$ cat src/rtl/sample_framer_if.sv
// Sample-record input channel, UART byte channel and framer status, bundled.
// The framer connects through the master modport; the feeding/consuming
// logic (or a testbench) uses the slave modport.
interface sample_framer_if #(
    parameter int PAYLOAD_BYTES = 16
);
    // Sample record channel (into the framer)
    logic                       smp_valid_i;
    logic [PAYLOAD_BYTES*8-1:0] smp_data_i;
    logic                       smp_ready_o;

    // Byte channel towards the UART transmitter
    logic [7:0]                 tx_data_o;
    logic                       tx_valid_o;
    logic                       tx_ready_i;

    // Status
    logic                       frame_busy_o;
    logic [7:0]                 seq_o;
    logic [7:0]                 drop_cnt_o;

    modport master (
        input  smp_valid_i, smp_data_i, tx_ready_i,
        output smp_ready_o, tx_data_o, tx_valid_o, frame_busy_o, seq_o, drop_cnt_o
    );

    modport slave (
        output smp_valid_i, smp_data_i, tx_ready_i,
        input  smp_ready_o, tx_data_o, tx_valid_o, frame_busy_o, seq_o, drop_cnt_o
    );
endinterface

$ cat src/rtl/sample_framer.sv
// sample_framer: captures one sample record and serialises it as a byte frame
//   A5 5A <seq> <payload MSB byte first ...> [<crc8>]
// for a byte-wide UART transmitter with a valid/ready handshake.
// Optional feature: define SAMPLE_FRAMER_CRC_EN to append a CRC-8 byte
// (poly 0x07, init 0x00, no reflection, no final XOR) over seq + payload.
module sample_framer #(
    parameter int PAYLOAD_BYTES = 16
) (
    input  logic            ref_clk_buf,
    input  logic            rst,
    sample_framer_if.master bus
);

    localparam int               IDX_W     = (PAYLOAD_BYTES > 1) ? $clog2(PAYLOAD_BYTES) : 1;
    localparam logic [IDX_W-1:0] LAST_IDX  = IDX_W'(PAYLOAD_BYTES - 1);
    localparam logic [7:0]       HDR0_BYTE = 8'hA5;
    localparam logic [7:0]       HDR1_BYTE = 8'h5A;

    typedef enum logic [2:0] {
        S_IDLE,
        S_HDR0,
        S_HDR1,
        S_SEQ,
        S_PAYLOAD
`ifdef SAMPLE_FRAMER_CRC_EN
        ,
        S_CRC
`endif
    } state_t;

    state_t                     state_q, state_d;
    logic [PAYLOAD_BYTES*8-1:0] shadow_q, shadow_d;
    logic [IDX_W-1:0]           idx_q, idx_d;
    logic [7:0]                 seq_q, seq_d;
    logic [7:0]                 drop_q, drop_d;
    // Holds smp_ready low until the first edge after reset is released.
    logic                       init_q, init_d;
`ifdef SAMPLE_FRAMER_CRC_EN
    logic [7:0]                 crc_q, crc_d;
`endif

    logic [7:0] pay_bytes [PAYLOAD_BYTES];
    logic       smp_ready;
    logic       tx_valid;
    logic [7:0] tx_data;
    logic       capture;
    logic       accept;
    logic       last_byte;

`ifdef SAMPLE_FRAMER_CRC_EN
    // One CRC-8 (poly 0x07) update step over a whole byte, MSB first.
    function automatic logic [7:0] crc8_next(input logic [7:0] crc, input logic [7:0] data);
        logic [7:0] c;
        c = crc ^ data;
        for (int i = 0; i < 8; i++) begin
            c = c[7] ? ((c << 1) ^ 8'h07) : (c << 1);
        end
        return c;
    endfunction
`endif

    // Payload bytes in transmit order: index 0 is the most significant byte.
    for (genvar i = 0; i < PAYLOAD_BYTES; i++) begin : g_pay_bytes
        assign pay_bytes[i] = shadow_q[8*(PAYLOAD_BYTES-1-i) +: 8];
    end

    assign capture   = bus.smp_valid_i && smp_ready;
    assign accept    = tx_valid && bus.tx_ready_i;
`ifdef SAMPLE_FRAMER_CRC_EN
    assign last_byte = accept && (state_q == S_CRC);
`else
    assign last_byte = accept && (state_q == S_PAYLOAD) && (idx_q == LAST_IDX);
`endif

    // State register.
    // NOTE: sequential blocks use non-blocking assignments only, so every flop
    // samples the values computed before the edge, regardless of block order.
    always_ff @(posedge ref_clk_buf or posedge rst) begin
        if (rst) begin
            state_q <= S_IDLE;
        end else begin
            state_q <= state_d;
        end
    end

    // Next-state logic: each step waits for the UART to take the current byte.
    // NOTE: every combinational output gets a default first; a path that skips
    // an assignment would otherwise infer a latch.
    always_comb begin
        state_d = state_q;
        case (state_q)
            S_IDLE:    if (capture) state_d = S_HDR0;
            S_HDR0:    if (accept)  state_d = S_HDR1;
            S_HDR1:    if (accept)  state_d = S_SEQ;
            S_SEQ:     if (accept)  state_d = S_PAYLOAD;
            S_PAYLOAD: begin
                if (accept && (idx_q == LAST_IDX)) begin
`ifdef SAMPLE_FRAMER_CRC_EN
                    state_d = S_CRC;
`else
                    state_d = S_IDLE;
`endif
                end
            end
`ifdef SAMPLE_FRAMER_CRC_EN
            S_CRC:     if (accept)  state_d = S_IDLE;
`endif
            default:   state_d = S_IDLE;
        endcase
    end

    // Outputs decoded from state: the byte on offer and the handshake flags.
    always_comb begin
        smp_ready = init_q && (state_q == S_IDLE);
        tx_valid  = (state_q != S_IDLE);
        tx_data   = 8'h00;
        case (state_q)
            S_HDR0:    tx_data = HDR0_BYTE;
            S_HDR1:    tx_data = HDR1_BYTE;
            S_SEQ:     tx_data = seq_q;
            S_PAYLOAD: tx_data = pay_bytes[idx_q];
`ifdef SAMPLE_FRAMER_CRC_EN
            S_CRC:     tx_data = crc_q;
`endif
            default:   tx_data = 8'h00;
        endcase
    end

    // Datapath next values: shadow capture, byte index, sequence, drops, CRC.
    always_comb begin
        shadow_d = capture ? bus.smp_data_i : shadow_q;

        idx_d = idx_q;
        if (capture) begin
            idx_d = '0;
        end else if (accept && (state_q == S_PAYLOAD)) begin
            idx_d = (idx_q == LAST_IDX) ? '0 : idx_q + 1'b1;
        end

        seq_d = last_byte ? seq_q + 8'd1 : seq_q;

        // A record offered while not ready is lost; the counter sticks at 0xFF.
        drop_d = drop_q;
        if (bus.smp_valid_i && !smp_ready && (drop_q != 8'hFF)) begin
            drop_d = drop_q + 8'd1;
        end

        init_d = 1'b1;

`ifdef SAMPLE_FRAMER_CRC_EN
        crc_d = crc_q;
        if (capture) begin
            crc_d = 8'h00;
        end else if (accept && ((state_q == S_SEQ) || (state_q == S_PAYLOAD))) begin
            crc_d = crc8_next(crc_q, tx_data);
        end
`endif
    end

    // Datapath registers.
    // NOTE: the shadow record is cleared on reset as well, so no stale sample
    // data can leak out after a reset.
    always_ff @(posedge ref_clk_buf or posedge rst) begin
        if (rst) begin
            shadow_q <= '0;
            idx_q    <= '0;
            seq_q    <= 8'h00;
            drop_q   <= 8'h00;
            init_q   <= 1'b0;
`ifdef SAMPLE_FRAMER_CRC_EN
            crc_q    <= 8'h00;
`endif
        end else begin
            shadow_q <= shadow_d;
            idx_q    <= idx_d;
            seq_q    <= seq_d;
            drop_q   <= drop_d;
            init_q   <= init_d;
`ifdef SAMPLE_FRAMER_CRC_EN
            crc_q    <= crc_d;
`endif
        end
    end

    assign bus.smp_ready_o  = smp_ready;
    assign bus.tx_valid_o   = tx_valid;
    assign bus.tx_data_o    = tx_data;
    assign bus.frame_busy_o = (state_q != S_IDLE);
    assign bus.seq_o        = seq_q;
    assign bus.drop_cnt_o   = drop_q;

endmodule

$ cat src/flat_wrapper.sv
// flat-port wrapper written by rule: the top's interface ports become plain ports
module sample_framer_flat 
#(
    parameter int PAYLOAD_BYTES = 16
)
  (ref_clk_buf, rst, bus_smp_valid_i, bus_smp_data_i, bus_tx_ready_i, bus_smp_ready_o, bus_tx_data_o, bus_tx_valid_o, bus_frame_busy_o, bus_seq_o, bus_drop_cnt_o);
  sample_framer_if #(.PAYLOAD_BYTES(PAYLOAD_BYTES)) bus_i ();
  input  logic ref_clk_buf;
  input  logic rst;
  input wire logic [$bits(bus_i.smp_valid_i)-1:0] bus_smp_valid_i;
  input wire logic [$bits(bus_i.smp_data_i)-1:0] bus_smp_data_i;
  input wire logic [$bits(bus_i.tx_ready_i)-1:0] bus_tx_ready_i;
  output wire logic [$bits(bus_i.smp_ready_o)-1:0] bus_smp_ready_o;
  output wire logic [$bits(bus_i.tx_data_o)-1:0] bus_tx_data_o;
  output wire logic [$bits(bus_i.tx_valid_o)-1:0] bus_tx_valid_o;
  output wire logic [$bits(bus_i.frame_busy_o)-1:0] bus_frame_busy_o;
  output wire logic [$bits(bus_i.seq_o)-1:0] bus_seq_o;
  output wire logic [$bits(bus_i.drop_cnt_o)-1:0] bus_drop_cnt_o;
  assign bus_i.smp_valid_i = bus_smp_valid_i;
  assign bus_i.smp_data_i = bus_smp_data_i;
  assign bus_i.tx_ready_i = bus_tx_ready_i;
  assign bus_smp_ready_o = bus_i.smp_ready_o;
  assign bus_tx_data_o = bus_i.tx_data_o;
  assign bus_tx_valid_o = bus_i.tx_valid_o;
  assign bus_frame_busy_o = bus_i.frame_busy_o;
  assign bus_seq_o = bus_i.seq_o;
  assign bus_drop_cnt_o = bus_i.drop_cnt_o;
  sample_framer #(.PAYLOAD_BYTES(PAYLOAD_BYTES)) u_core (.ref_clk_buf(ref_clk_buf), .rst(rst), .bus(bus_i));
endmodule
$ cat config.mk
export PLATFORM = sky130hd
export DESIGN_NAME = sample_framer_flat
export DESIGN_NICKNAME = d
export VERILOG_FILES = /design/src/rtl/sample_framer_if.sv /design/src/rtl/sample_framer.sv /design/src/flat_wrapper.sv
export SDC_FILE = /design/constraint.sdc
export NUM_CORES = 1
export LEC_CHECK = 0
export CAP_MARGIN = 25
export CORE_MARGIN = 2
export CORE_UTILIZATION = 46
export DETAILED_ROUTE_END_ITERATION = 10
export GPL_ROUTABILITY_DRIVEN = 0
export GPL_TIMING_DRIVEN = 0
export PLACE_DENSITY = 0.77
export REMOVE_ABC_BUFFERS = 1
export SYNTH_ARGS = -nofsm -noshare
export SYNTH_HDL_FRONTEND = slang
export SYNTH_SLANG_ARGS = --single-unit
export TNS_END_PERCENT = 10
$ cat constraint.sdc
create_clock -name ref_clk_buf -period 5.4 [get_ports ref_clk_buf]
set_clock_uncertainty 0.05 [all_clocks]
set_input_delay 1.08 -clock ref_clk_buf [delete_from_list [all_inputs] [get_ports ref_clk_buf]]
set_output_delay 1.08 -clock ref_clk_buf [all_outputs]
set_load 0.03 [all_outputs]
Word level (Yosys, flattened, before mapping)

Cells that the tools add are included.

Bits in registers: 152
Latch bits: 0
Bits in writable memories: 0
ROM bits: 0
Input port bits: 132
Output and inout bits: 27
Memories kept: 0

$add $sub $neg: 3
Multipliers: 0
Div/mod/pow operators: 0
Magnitude comparators: 1
Eq/ne operators: 11
Shift-type cells: 0
Mux-type cells: 13
Bitwise logic cells: 1
Reduce and logical (&&, ||, !) cells: 13

Operators by type and width:

| cell                                                                     | count |
|---|---|
| 8-bit binary-select mux with 4-bit select                                | 1 |
| 8-bit one-hot mux with 4 select lines                                    | 1 |
| 8-bit by 1-bit adder with 8-bit output (second input constant)           | 2 |
| 8-bit two-way mux                                                        | 2 |
| 3-bit two-way mux                                                        | 5 |
| 3-bit one-hot mux with 5 select lines                                    | 1 |
| 4-bit two-way mux                                                        | 3 |
| 2-bit by 1-bit inequality test with 1-bit output (second input constant) | 5 |
| 1-bit logical AND                                                        | 8 |
| 8-bit inequality test (second input constant)                            | 1 |
| 3-bit by 2-bit equality test with 1-bit output (second input constant)   | 2 |
| 5-bit >= comparator (second input constant)                              | 1 |
| 4-bit inverter with 5-bit output                                         | 1 |
| 5-bit AND reduction                                                      | 1 |
| 4-bit by 1-bit adder with 4-bit output (second input constant)           | 1 |
| 4-bit equality test (second input constant)                              | 1 |
| 3-bit by 1-bit equality test with 1-bit output (second input constant)   | 1 |
| 3-bit equality test (second input constant)                              | 1 |
| 3-bit zero test                                                          | 1 |
| 3-bit nonzero test                                                       | 1 |
| 2-bit nonzero test                                                       | 1 |
| 1-bit zero test                                                          | 1 |

Depth between registers and ports, before layout

Gate-level depths: netlist (run 1).

Depth in word-level cells: 5
Depth in mapped cells: 8
Gate-level depth less buffers: 5

Least setup slack after synthesis (run 1)

No wires, ideal clock.

Kind: reg-to-output
Start: reg u_core.idx_q[0]
End: out bus_tx_data_o[0]
Data arrival time: 1872 ps
Setup slack: 2398 ps
Stages on the path, launching flop included: 7
Path buffers: 3
Cells stage by stage: dfrtp_1 > buf_4 > buf_4 > buf_2 > mux4_2 > mux2i_1 > o21ai_0

Cells in the longest elaborated chain, start to end: 5

RTL lines:

| what                                                   | RTL line             | RTL |
|---|---|---|
| start, declared                                        | sample_framer.sv:33  | `logic [IDX_W-1:0] idx_q, idx_d;` |
| start signal, assigned                                 | sample_framer.sv:175 | `idx_q <= idx_d;` |
| 4-bit inverter with 5-bit output (implied by the code) | sample_framer.sv:121 | `S_PAYLOAD: tx_data = pay_bytes[idx_q];` |
| 8-bit binary-select mux with 4-bit select              | sample_framer.sv:121 |  |
| 8-bit two-way mux (implied by the code) (2 in a row)   | sample_framer.sv:121 |  |
| 8-bit one-hot mux with 4 select lines                  | sample_framer.sv:117 | `case (state_q)` |
| end, declared                                          | flat_wrapper.sv:14   | `output wire logic [$bits(bus_i.tx_data_o)-1:0] bus_tx_data_o;` |

Every way passes these cells. The select of a mux whose other input is x is not followed.

Worst setup path in the final report (run 1)

Start: reg u_core.idx_q[0]
End: out bus_tx_data_o[7]

The elaborated chain is that of the path after synthesis.

==> results of run 1 <==
layer usage:
layer  global-route usage  routed length, um  vias up
met5                    0                  0        -
met4               0.0524                 99        0
met3               0.0478                749        4
met2                0.365               8560      131
met1                0.294               7530     2697
li1                     -                  -     2750
cells by family after synthesis:
group,Yosys count
flip-flops,152
multiplexers,55
AND/OR/NAND/NOR,435
other,1
adder cells (fa/ha/maj),3
AO/OA/AOI/OAI,50
buffers and inverters,55
XOR/XNOR,16
Yosys cell counts, types with 8 or more instances:
cell / number
buf_2: 16
dfrtp_1: 152
nand2_1: 398
mux4_2: 17
a21oi_1: 10
inv_1: 9
buf_6: 9
xnor2_1: 12
a22oi_1: 15
clkbuf_1: 13
a31oi_1: 8
mux2i_1: 38
o21ai_0: 9
registers in the layout, summed over array words and instances, names as in the netlist:
register / cells
u_core.bus.drop_cnt_o: 8
u_core.pay_bytes: 128
u_core.idx_q: 4
u_core.state_q: 3
u_core.bus.seq_o: 8
u_core.init_q: 1
critical path, delay by kind of cell (launching register included):
kind,cells,cell delay [ns]
compound gates,1,0.19
mux,2,0.94
flops,1,1.00
buf+inv,1,0.63
report_power, final:
group          internal [mW]  leakage [nW]  switching (mW)  total [mW]
registers               1.64          1.90           0.434        2.07
clock network          0.750         0.294           0.440        1.19
logic                  0.889          2.25           0.972        1.86
total                   3.28          4.44            1.85        5.12
layout make-up:
class                      instances  area, sq um
fill                            1258         5770
clock buffer                      24          512
multi-input combinational        560         3000
sequential                       152         3810
clock inverter                     7         90.1
tap                              188          235
timing repair buffer             162         1690
inverter                           9         38.8
layout by cell type (no fill, tap or decap), types with 2 or more instances in the layout:
| cell | instances |
|---|---|
| a211oi_1 | 4 |
| a21oi_1 | 10 |
| a22oi_1 | 15 |
| a31oi_1 | 8 |
| buf_16 | 4 |
| bufinv_16 | 2 |
| clkbuf_16 | 17 |
| clkbuf_8 | 6 |
| clkdlybuf4s50_1 | 158 |
| clkinv_2 | 3 |
| clkinvlp_4 | 2 |
| dfrtp_1 | 151 |
| ha_1 | 3 |
| inv_1 | 8 |
| mux2i_1 | 38 |
| mux4_2 | 17 |
| nand2_1 | 397 |
| nand2b_1 | 2 |
| nand3_1 | 7 |
| nand4_1 | 4 |
| nor2_1 | 7 |
| nor2b_1 | 3 |
| nor3_1 | 4 |
| o21ai_0 | 9 |
| xnor2_1 | 12 |
| xor2_1 | 4 |
per-stage QoR:
stage | hold WS (ns) | TNS (ns) | setup slack [ns]
2_1_floorplan | 0.390 | 0 | 0.177
3_3_place_gp | 0.402 | -281.55 | -1.85
3_5_place_dp | 0.409 | 0 | 1.42
4_1_cts | 0.423 | 0 | 0.969
5_1_grt | 0.441 | 0 | 0.875
6_report | 0.421 | 0 | 1.03
path summary, 6_finish.rpt:
check | from | end | slack [ns]
setup reg to reg | u_core.idx_q[0]$_DFFE_PP0P_ | u_core.bus.seq_o[5]$_DFFE_PP0P_ | 2.99
min in group asynchronous | rst | u_core.pay_bytes[44]$_DFFE_PP0N_ | 1.06
setup / recovery | u_core.idx_q[0]$_DFFE_PP0P_ | bus_tx_data_o[7] | 1.03
max in group asynchronous | rst | u_core.pay_bytes[126]$_DFFE_PP0N_ | 3.37
hold / removal | u_core.pay_bytes[23]$_DFFE_PP0N_ | u_core.pay_bytes[23]$_DFFE_PP0N_ | 0.42
hold reg to reg | u_core.pay_bytes[23]$_DFFE_PP0N_ | u_core.pay_bytes[23]$_DFFE_PP0N_ | 0.42
==> metrics.md, run 1 <==
| Metric | Value |
|---|---|
| Status | `completed` |
| Mapped Cells | `between 700 and 800` |
| Ys Warns | `0` |
| CP Class | `reg2out` |
| Core Rows | `45` |
| Cts hold-fix bufs | `0` |
| Synth Area in Simple Gates | `0.243` |
| Total GRT Usage | `0.219` |
| H-tree Lvls | `4` |
| Number of enable flip-flop cells after synthesis | `0` |
| Die span in y | `128 um` |
| Post-synthesis sequential area ratio | `0.534` |
| Adder-Cell Fraction of Synth Area | `0.00527` |
| Slowest library cell on the worst path | `dfrtp_4` |
| Iter 0 DRT Violations | `between 300 and 400` |
| DR DRC count | `0` |
| Slew Limit Headroom | `0.368` |
| Min-Delay Path Depth | `2` |
| #FFs+latches synth | `approximately 150` |
| Mux share of post-synthesis cell area | `0.107` |
| Pwr Total | `~5 mW` |
| Complex-gate fraction of the synthesized area | `0.0454` |
| Peak VDD IR | `between 0.0003 and 0.0004 V` |
| Top-level I/O count | `~160` |
| Non-Filler Instances | `about 1100` |
| Final std cell area, no fill | `between 9000 and 10000 sq um` |
| Fmax | `about 0.23 GHz` |
| Worst slew pin tran | `about 0.95 ns` |
| Syn avg cell area | `around 9.3 sq um` |
| First-pass GRT wire length | `28000 um` |
| Power Density | `546 nW/um^2` |
| Max cap viols | `0` |
| Fin util | `0.619` |
| Critical path data required time | `4.27 ns` |
| Crit share post-route | `0.809` |
| Largest net degree at the start of global routing | `between 80 and 90` |
| Resized cells post-CTS | `0` |
| Cell Area, Synth | `approximately 7000 sq um` |
| Initial Util | `0.470` |
| Sinks on Clock Net | `roughly 150` |
| Vias in the first global route | `~5600` |
| Number of CTS-inserted buffers | `17` |
| Largest family of logic cells by synthesized area | `simple AND/OR/NAND/NOR gates` |
| ANT cells | `0` |
| Clk pin slew, worst setup/hold paths | `around 0.06 ns` |
| Slew Limit Fails | `0` |
| Worst Path Max Fanout | `52` |
| Layout Nets | `approximately 1000` |
| Max incr delay on CP | `1.00 ns` |
| Period minus WS final | `around 4.4 ns` |
| LEAKAGE | `~4.4 nW` |
| Worst skew pair latency | `about 0.41 ns` |
| HP Class | `reg2reg` |
| Routed WL per cell | `roughly 15 um` |
| Final Hold Fails | `0` |
| Synth area leader | `dfrtp_1` |
| Cell Area, Placed | `8780 sq um` |
| CTS tree | `done` |
| Post-CTS Setup Inserts | `0` |
| Root Buffer | `clkbuf_16` |
| Longest Clk Path Bufs | `2` |
| Die footprint | `16500 sq um` |
| Vias per cell | `between 5 and 6` |
| RSZ-0062 raised after global routing | `false` |
| Placed insts | `1071` |
| Die W | `~130 um` |
| Post-DP HPWL | `about 11000 um` |
| CP arrival | `roughly 3.2 ns` |
| Vias | `5582` |
| Core area | `between 15000 and 20000 sq um` |
| FFs w/ async S/R, synth | `1.00` |
| Initial antenna violation count | `0` |
| Main flop type after synthesis | `dfrtp_1` |
| Worst Setup End Kind | `primary output` |
| Synth Area in XOR/XNOR | `0.0197` |
| Post-synthesis cell type count | `38` |
| Synth-to-Final Area Change | `31.8%` |
| First-pass DRT Iterations | `4` |
| Post-synth top area share | `0.534` |
| Grt ovf | `0` |
| Final setup fails | `0` |
| Reg2Reg Depth | `5` |
| Worst Setup Start Kind | `register` |
| Cell Chain, Critical Path | `mux4_2 > mux2i_1 > o21ai_0 > clkdlybuf4s50_1` |
| Final wirelength | `approximately 17000 um` |
| Quantity of I/O buffers inserted on ports | `around 160` |
| Ratio of cells with drive above 1 in the final layout | `0.0624` |
| Most area-consuming cells after synthesis | `dfrtp_1, nand2_1, mux4_2` |
| Post-DRT Antenna Nets | `0` |
(Power assumes the default switching activity.)
==> run 2, diff against run 1 <==
==> constraint.sdc (replaced) <==
create_clock -name ref_clk_buf -period 3.8 [get_ports ref_clk_buf]
set_clock_uncertainty 0.05 [all_clocks]
set_input_delay 0.76 -clock ref_clk_buf [delete_from_list [all_inputs] [get_ports ref_clk_buf]]
set_output_delay 0.76 -clock ref_clk_buf [all_outputs]
set_load 0.03 [all_outputs]
==> run 2 against run 1 <==
Via count down 0.41%. Sequential power up 41%. Design area up 0.52%. Hold slack worse by 0.0010 ns. Global-route usage up 0.26 points. Die area unchanged. Non-clock buffer count up 1. Critical path type unchanged. Critical endpoint is now bus_tx_data_o[2]. Highest routed layer unchanged.
==> metrics.md, run 2 (same netlist as run 1, synthesis figures left out) <==
| Metric | Value |
|---|---|
| Worst Setup End Kind | `primary output` |
| Vias | `approximately 5600` |
| Die W | `128 um` |
| Die footprint | `16500 sq um` |
| Root Buffer | `clkbuf_16` |
| Final wirelength | `about 17000 um` |
| Power Density | `slightly below 800 nW/um^2` |
| Worst Setup Start Kind | `register` |
| Worst Path Max Fanout | `27` |
| Fin Hold WS | `0.420 ns` |
| Dpl ws | `~0.14 ns` |
| Grt ovf | `0` |
| CTS tree | `done` |
| Top-level I/O count | `~160` |
| Largest net degree at the start of global routing | `88` |
| Initial Util | `0.470` |
| Commonest non-fill, non-tap cells in the layout | `nand2_1, clkdlybuf4s50_1, dfrtp_1, mux2i_1` |
| Die span in y | `about 130 um` |
| Synth-to-Final Area Change | `32.4%` |
| Post-DP HPWL | `11500 um` |
| Setup slack after layout | `about 0.083 ns` |
| H-tree Lvls | `4` |
| Iter 0 DRT Violations | `356` |
| Cts hold-fix bufs | `0` |
| Crit share post-route | `0.978` |
| Initial antenna violation count | `0` |
| Number of CTS-inserted buffers | `17` |
| Vias in the first global route | `~5600` |
| First-pass GRT wire length | `around 28000 um` |
| GRT Max-Usage Layer | `met2` |
| Slew Limit Fails | `0` |
| Placed insts | `around 1100` |
| Fmax | `0.269 GHz` |
| Post-DRT Antenna Nets | `0` |
| Ratio of cells with drive above 1 in the final layout | `0.0721` |
| Core area | `about 15000 sq um` |
| Quantity of I/O buffers inserted on ports | `~160` |
| CP arrival | `between 2 and 3 ns` |
| Worst skew pair latency | `around 0.41 ns` |
| First-pass DRT Iterations | `4` |
| Max cap viols | `0` |
| Final setup fails | `0` |
| Final Hold Fails | `0` |
| Vias per cell | `5.04` |
| CP Class | `reg2out` |
| Clk pin slew, worst setup/hold paths | `0.06 ns` |
| Slew Limit Headroom | `0.578` |
| ANT cells | `0` |
| DR DRC count | `0` |
| Total GRT Usage | `0.221` |
| HP Class | `reg2reg` |
| Layout Nets | `1038` |
| Worst slew pin tran | `between 0.6 and 0.7 ns` |
| Core Rows | `45` |
| Fin util | `0.622` |
| Peak VDD IR | `about 0.00044 V` |
| RSZ-0062 raised after global routing | `false` |
| Critical path data required time | `2.99 ns` |
| Met2 Track Usage GR | `0.369` |
| Period minus WS final | `roughly 3.7 ns` |
| Pwr Total | `between 7 and 8 mW` |
| Met3 Use GR | `0.0482` |
| Longest Clk Path Bufs | `2` |
| LEAKAGE | `4.48 nW` |
| Flip-flop count of the largest register after layout | `128` |
| Most common cell after layout, fill and taps aside | `nand2_1` |
| Status | `completed` |
| Routed WL per cell | `~16 um` |
| Non-Filler Instances | `1103` |
| Met1 GRT Util | `0.299` |
| Sinks on Clock Net | `152` |
==> run 2: worst max-delay path: stages, from the launching register on <==
cell,delay (ns)
dfrtp_4,0.79
mux4_2,0.60
mux2i_2,0.31
o21ai_0,0.16
clkdlybuf4s50_1,0.62
==> run 2: area by class of cell <==
cell class | instances | area, sq um
Clock buffer | 24 | 512
Clock inverter | 7 | 90.1
Fill cell | 1257 | 5720
Inverter | 9 | 38.8
Multi-Input combinational cell | 560 | 3030
Sequential cell | 152 | 3810
Tap cell | 188 | 235
Timing Repair Buffer | 163 | 1720
==> run 2: power breakdown <==
part	switching, mW	total [mW]	internal [mW]
combinational	1.47	2.75	1.29
sequential	0.578	2.91	2.33
clock	0.633	1.70	1.07
total	2.68	7.36	4.68
==> run 2: worst paths after layout <==
path,from,end,slack [ns],cells after the start
min in group asynchronous,rst,u_core.pay_bytes[44]$_DFFE_PP0N_,0.74,2
worst max register to register,u_core.idx_q[0]$_DFFE_PP0P_,u_core.bus.seq_o[7]$_DFFE_PP0P_,1.40,6
worst min register to register,u_core.pay_bytes[107]$_DFFE_PP0N_,u_core.pay_bytes[107]$_DFFE_PP0N_,0.42,2
worst min-delay path,u_core.pay_bytes[107]$_DFFE_PP0N_,u_core.pay_bytes[107]$_DFFE_PP0N_,0.42,2
worst max-delay path,u_core.idx_q[0]$_DFFE_PP0P_,bus_tx_data_o[2],0.08,4
max in group asynchronous,rst,u_core.idx_q[0]$_DFFE_PP0P_,2.09,3
==> run 2: what timing repair did <==
item / CTS / global route
setup endpoints to repair: 8 / 8
cloned: 0 / 0
gates resized for setup: 4 / 7
setup buffers: 1 / 0
==> run 2: through the flow <==
step | setup TNS [ns] | cell area (sq um)
CTS | 0 | 9410
global placement | -650.16 | 8650
floorplan | -167.78 | 6830
detailed placement | 0 | 8780
finish | 0 | 9430
global route | 0 | 9430
==> run 2: metal layers <==
layer  wire [um]  vias to the layer above  share of wire
li1            -                     2751              -
met1        7570                     2677           0.44
met2        8610                      125           0.50
met3         828                        6          0.048
met4         110                        0         0.0064
met5           0                        -              0
==> run 3, diff against run 2 <==
--- a/config.mk
+++ b/config.mk
@@ -7,11 +7,11 @@
 export LEC_CHECK = 0
 export CAP_MARGIN = 25
 export CORE_MARGIN = 2
-export CORE_UTILIZATION = 46
+export CORE_UTILIZATION = 30
+export CTS_CLUSTER_DIAMETER = 120
 export DETAILED_ROUTE_END_ITERATION = 10
 export GPL_ROUTABILITY_DRIVEN = 0
 export GPL_TIMING_DRIVEN = 0
-export PLACE_DENSITY = 0.77
 export REMOVE_ABC_BUFFERS = 1
 export SYNTH_ARGS = -nofsm -noshare
 export SYNTH_HDL_FRONTEND = slang
==> run 3 against run 2 <==
Worst setup slack better by 0.042 ns. Clock-buffer cell count fell by 7. Register-to-register slack worse by 0.09 ns. Flip-flop and latch count did not move. Clock power rose by 14%. Wire length rose by 9.8%. Cell count grew 12%. Die area up 51%. Critical path depth grew 1. Hold slack about the same. Non-clock buffer count is 1 higher. Critical path type unchanged. Critical endpoint unchanged.
==> metrics.md, run 3 (same netlist as run 1, synthesis figures left out) <==
| Metric | Value |
|---|---|
| Worst Setup End Kind | `primary output` |
| Grt ovf | `0` |
| Layout Nets | `between 1000 and 1500` |
| Status | `completed` |
| H-tree Lvls | `4` |
| Initial Util | `0.304` |
| Die span in y | `around 160 um` |
| Worst Setup Start Kind | `register` |
| Most common cell after layout, fill and taps aside | `nand2_1` |
| Final wirelength | `about 19000 um` |
| Ratio of cells with drive above 1 in the final layout | `0.0752` |
| First-pass DRT Iterations | `4` |
| LEAKAGE | `between 4 and 5 nW` |
| Worst Path Max Fanout | `22` |
| Clk pin slew, worst setup/hold paths | `about 0.06 ns` |
| Vias per cell | `roughly 4.5` |
| R2R Path Start | `u_core.state_q[1]$_DFFE_PP0P_` |
| Slew Limit Headroom | `0.577` |
| Crit share post-route | `0.967` |
| Worst skew pair latency | `roughly 0.42 ns` |
| Final setup fails | `0` |
| Hold_sp | `u_core.pay_bytes[36]$_DFFE_PP0N_` |
| CTS tree | `done` |
| Vias | `between 5000 and 6000` |
| Min-Delay Path Depth | `2` |
| Commonest non-fill, non-tap cells in the layout | `nand2_1, clkdlybuf4s50_1, dfrtp_1, mux2i_1, clkbuf_16` |
| Post-CTS Setup Inserts | `0` |
| Synth-to-Final Area Change | `36.2%` |
| Final std cell area, no fill | `9690 sq um` |
| Number of CTS-inserted buffers | `17` |
| CP arrival | `around 2.9 ns` |
| # fillers | `approximately 2400` |
| Longest Clk Path Bufs | `2` |
| Top-level I/O count | `about 160` |
| Iter 0 DRT Violations | `between 300 and 400` |
| Power Density | `about 800 nW/um^2` |
| Sinks on Clock Net | `approximately 150` |
| Post-DP HPWL | `about 13000 um` |
| Flip-flop count of the largest register after layout | `128` |
| Core Rows | `56` |
| Quantity of I/O buffers inserted on ports | `around 160` |
| Worst slew pin tran | `0.635 ns` |
| Worst Hold Endpoint | `u_core.pay_bytes[36]$_DFFE_PP0N_` |
| Max cap viols | `0` |
| Final Hold Fails | `0` |
| Reg2Reg Depth | `5` |
| Fmax | `~0.27 GHz` |
| HP Class | `reg2reg` |
| Post-DRT Antenna Nets | `0` |
| CP Class | `reg2out` |
| First-pass GRT wire length | `around 29000 um` |
| CP Launch Point | `u_core.idx_q[0]$_DFFE_PP0P_` |
| Die W | `between 150 and 200 um` |
| ANT cells | `0` |
| Die footprint | `25000 sq um` |
| Vias in the first global route | `about 5600` |
| Cts hold-fix bufs | `0` |
| Peak VDD IR | `around 0.00033 V` |
| Total GRT Usage | `0.155` |
| Initial antenna violation count | `0` |
| DR DRC count | `0` |
| Critical path data required time | `approximately 3.0 ns` |
| Slew Limit Fails | `0` |
| Non-Filler Instances | `1236` |
| RSZ-0062 raised after global routing | `true` |
| Routed WL per cell | `15.2 um` |
| Reg-to-reg critical path endpoint | `u_core.state_q[0]$_DFFE_PP0P_` |
| R2r setup slk | `1.31 ns` |
| Root Buffer | `clkbuf_16` |
| Placed insts | `approximately 1200` |
| Core area | `roughly 23000 sq um` |
| Cell Area, Placed | `~9000 sq um` |
| Largest net degree at the start of global routing | `89` |
| Period minus WS final | `3.68 ns` |
## run 3: repair_timing
item	in CTS	in global routing
pin swaps	0	0
endpoints found under the hold margin	0	0
resized for setup	8	2
endpoints found under the setup margin	8	8
cloned	0	1
## run 3: through the flow
stage	TNS (ns)	power (mW)	util	setup slack [ns]	hold slack [ns]
after floorplan	-167.78	4.62	-	-1.10	0.390
final	0	7.66	0.414	0.125	0.419
after global routing	-0.0168	8.23	0.414	-0.0168	0.430
after global placement	-716.48	5.72	0.377	-3.42	0.403
after detailed placement	0	5.76	0.383	0.00342	0.407
after CTS	0	7.75	0.413	0.00141	0.424
## run 3: layer usage
metal,vias up,global-route usage,share of wire
met4,0,0.0420,0.012
met5,-,0,0
met3,18,0.0361,0.045
met2,123,0.251,0.47
met1,2653,0.208,0.47
li1,2753,-,-
## run 3: final cells by class
| type | instances | area (sq um) | area share |
|---|---|---|---|
| Sequential cell | 152 | 3810 | 0.393 |
| Tap cell | 319 | 399 | 0.0412 |
| Inverter | 9 | 38.8 | 0.00400 |
| Clock inverter | 15 | 245 | 0.0253 |
| Timing Repair Buffer | 164 | 1740 | 0.180 |
| Multi-Input combinational cell | 560 | 3030 | 0.313 |
| Clock buffer | 17 | 425 | 0.0439 |
## run 3: worst max-delay path by stage
| stage | to | slack [ns] | cells past startpoint |
|---|---|---|---|
| finish | bus_tx_data_o[2] | 0.12 | 5 |
| global route | bus_tx_data_o[5] | -0.02 | 5 |
| CTS | bus_tx_data_o[2] | 0.001 | 5 |
| detailed placement | bus_tx_data_o[5] | 0.003 | 5 |
| global placement | u_core.pay_bytes[79]$_DFFE_PP0N_ | -3.42 | 2 |
| floorplan | u_core.bus.drop_cnt_o[0]$_DFFE_PP0P_ | -1.10 | 1 |
## run 3: where the power goes
part | switching [mW] | total (mW) | internal, mW
sequential | 0.531 | 2.86 | 2.33
clock | 0.694 | 1.93 | 1.24
combinational | 1.56 | 2.87 | 1.31
total | 2.78 | 7.66 | 4.88
## run 3: critical path, stage by stage (launching register included)
cell             delay (ns)
dfrtp_4                0.57
buf_16                 0.26
mux4_2                 0.54
mux2i_2                0.29
o21ai_0                0.13
clkdlybuf4s50_1        0.64
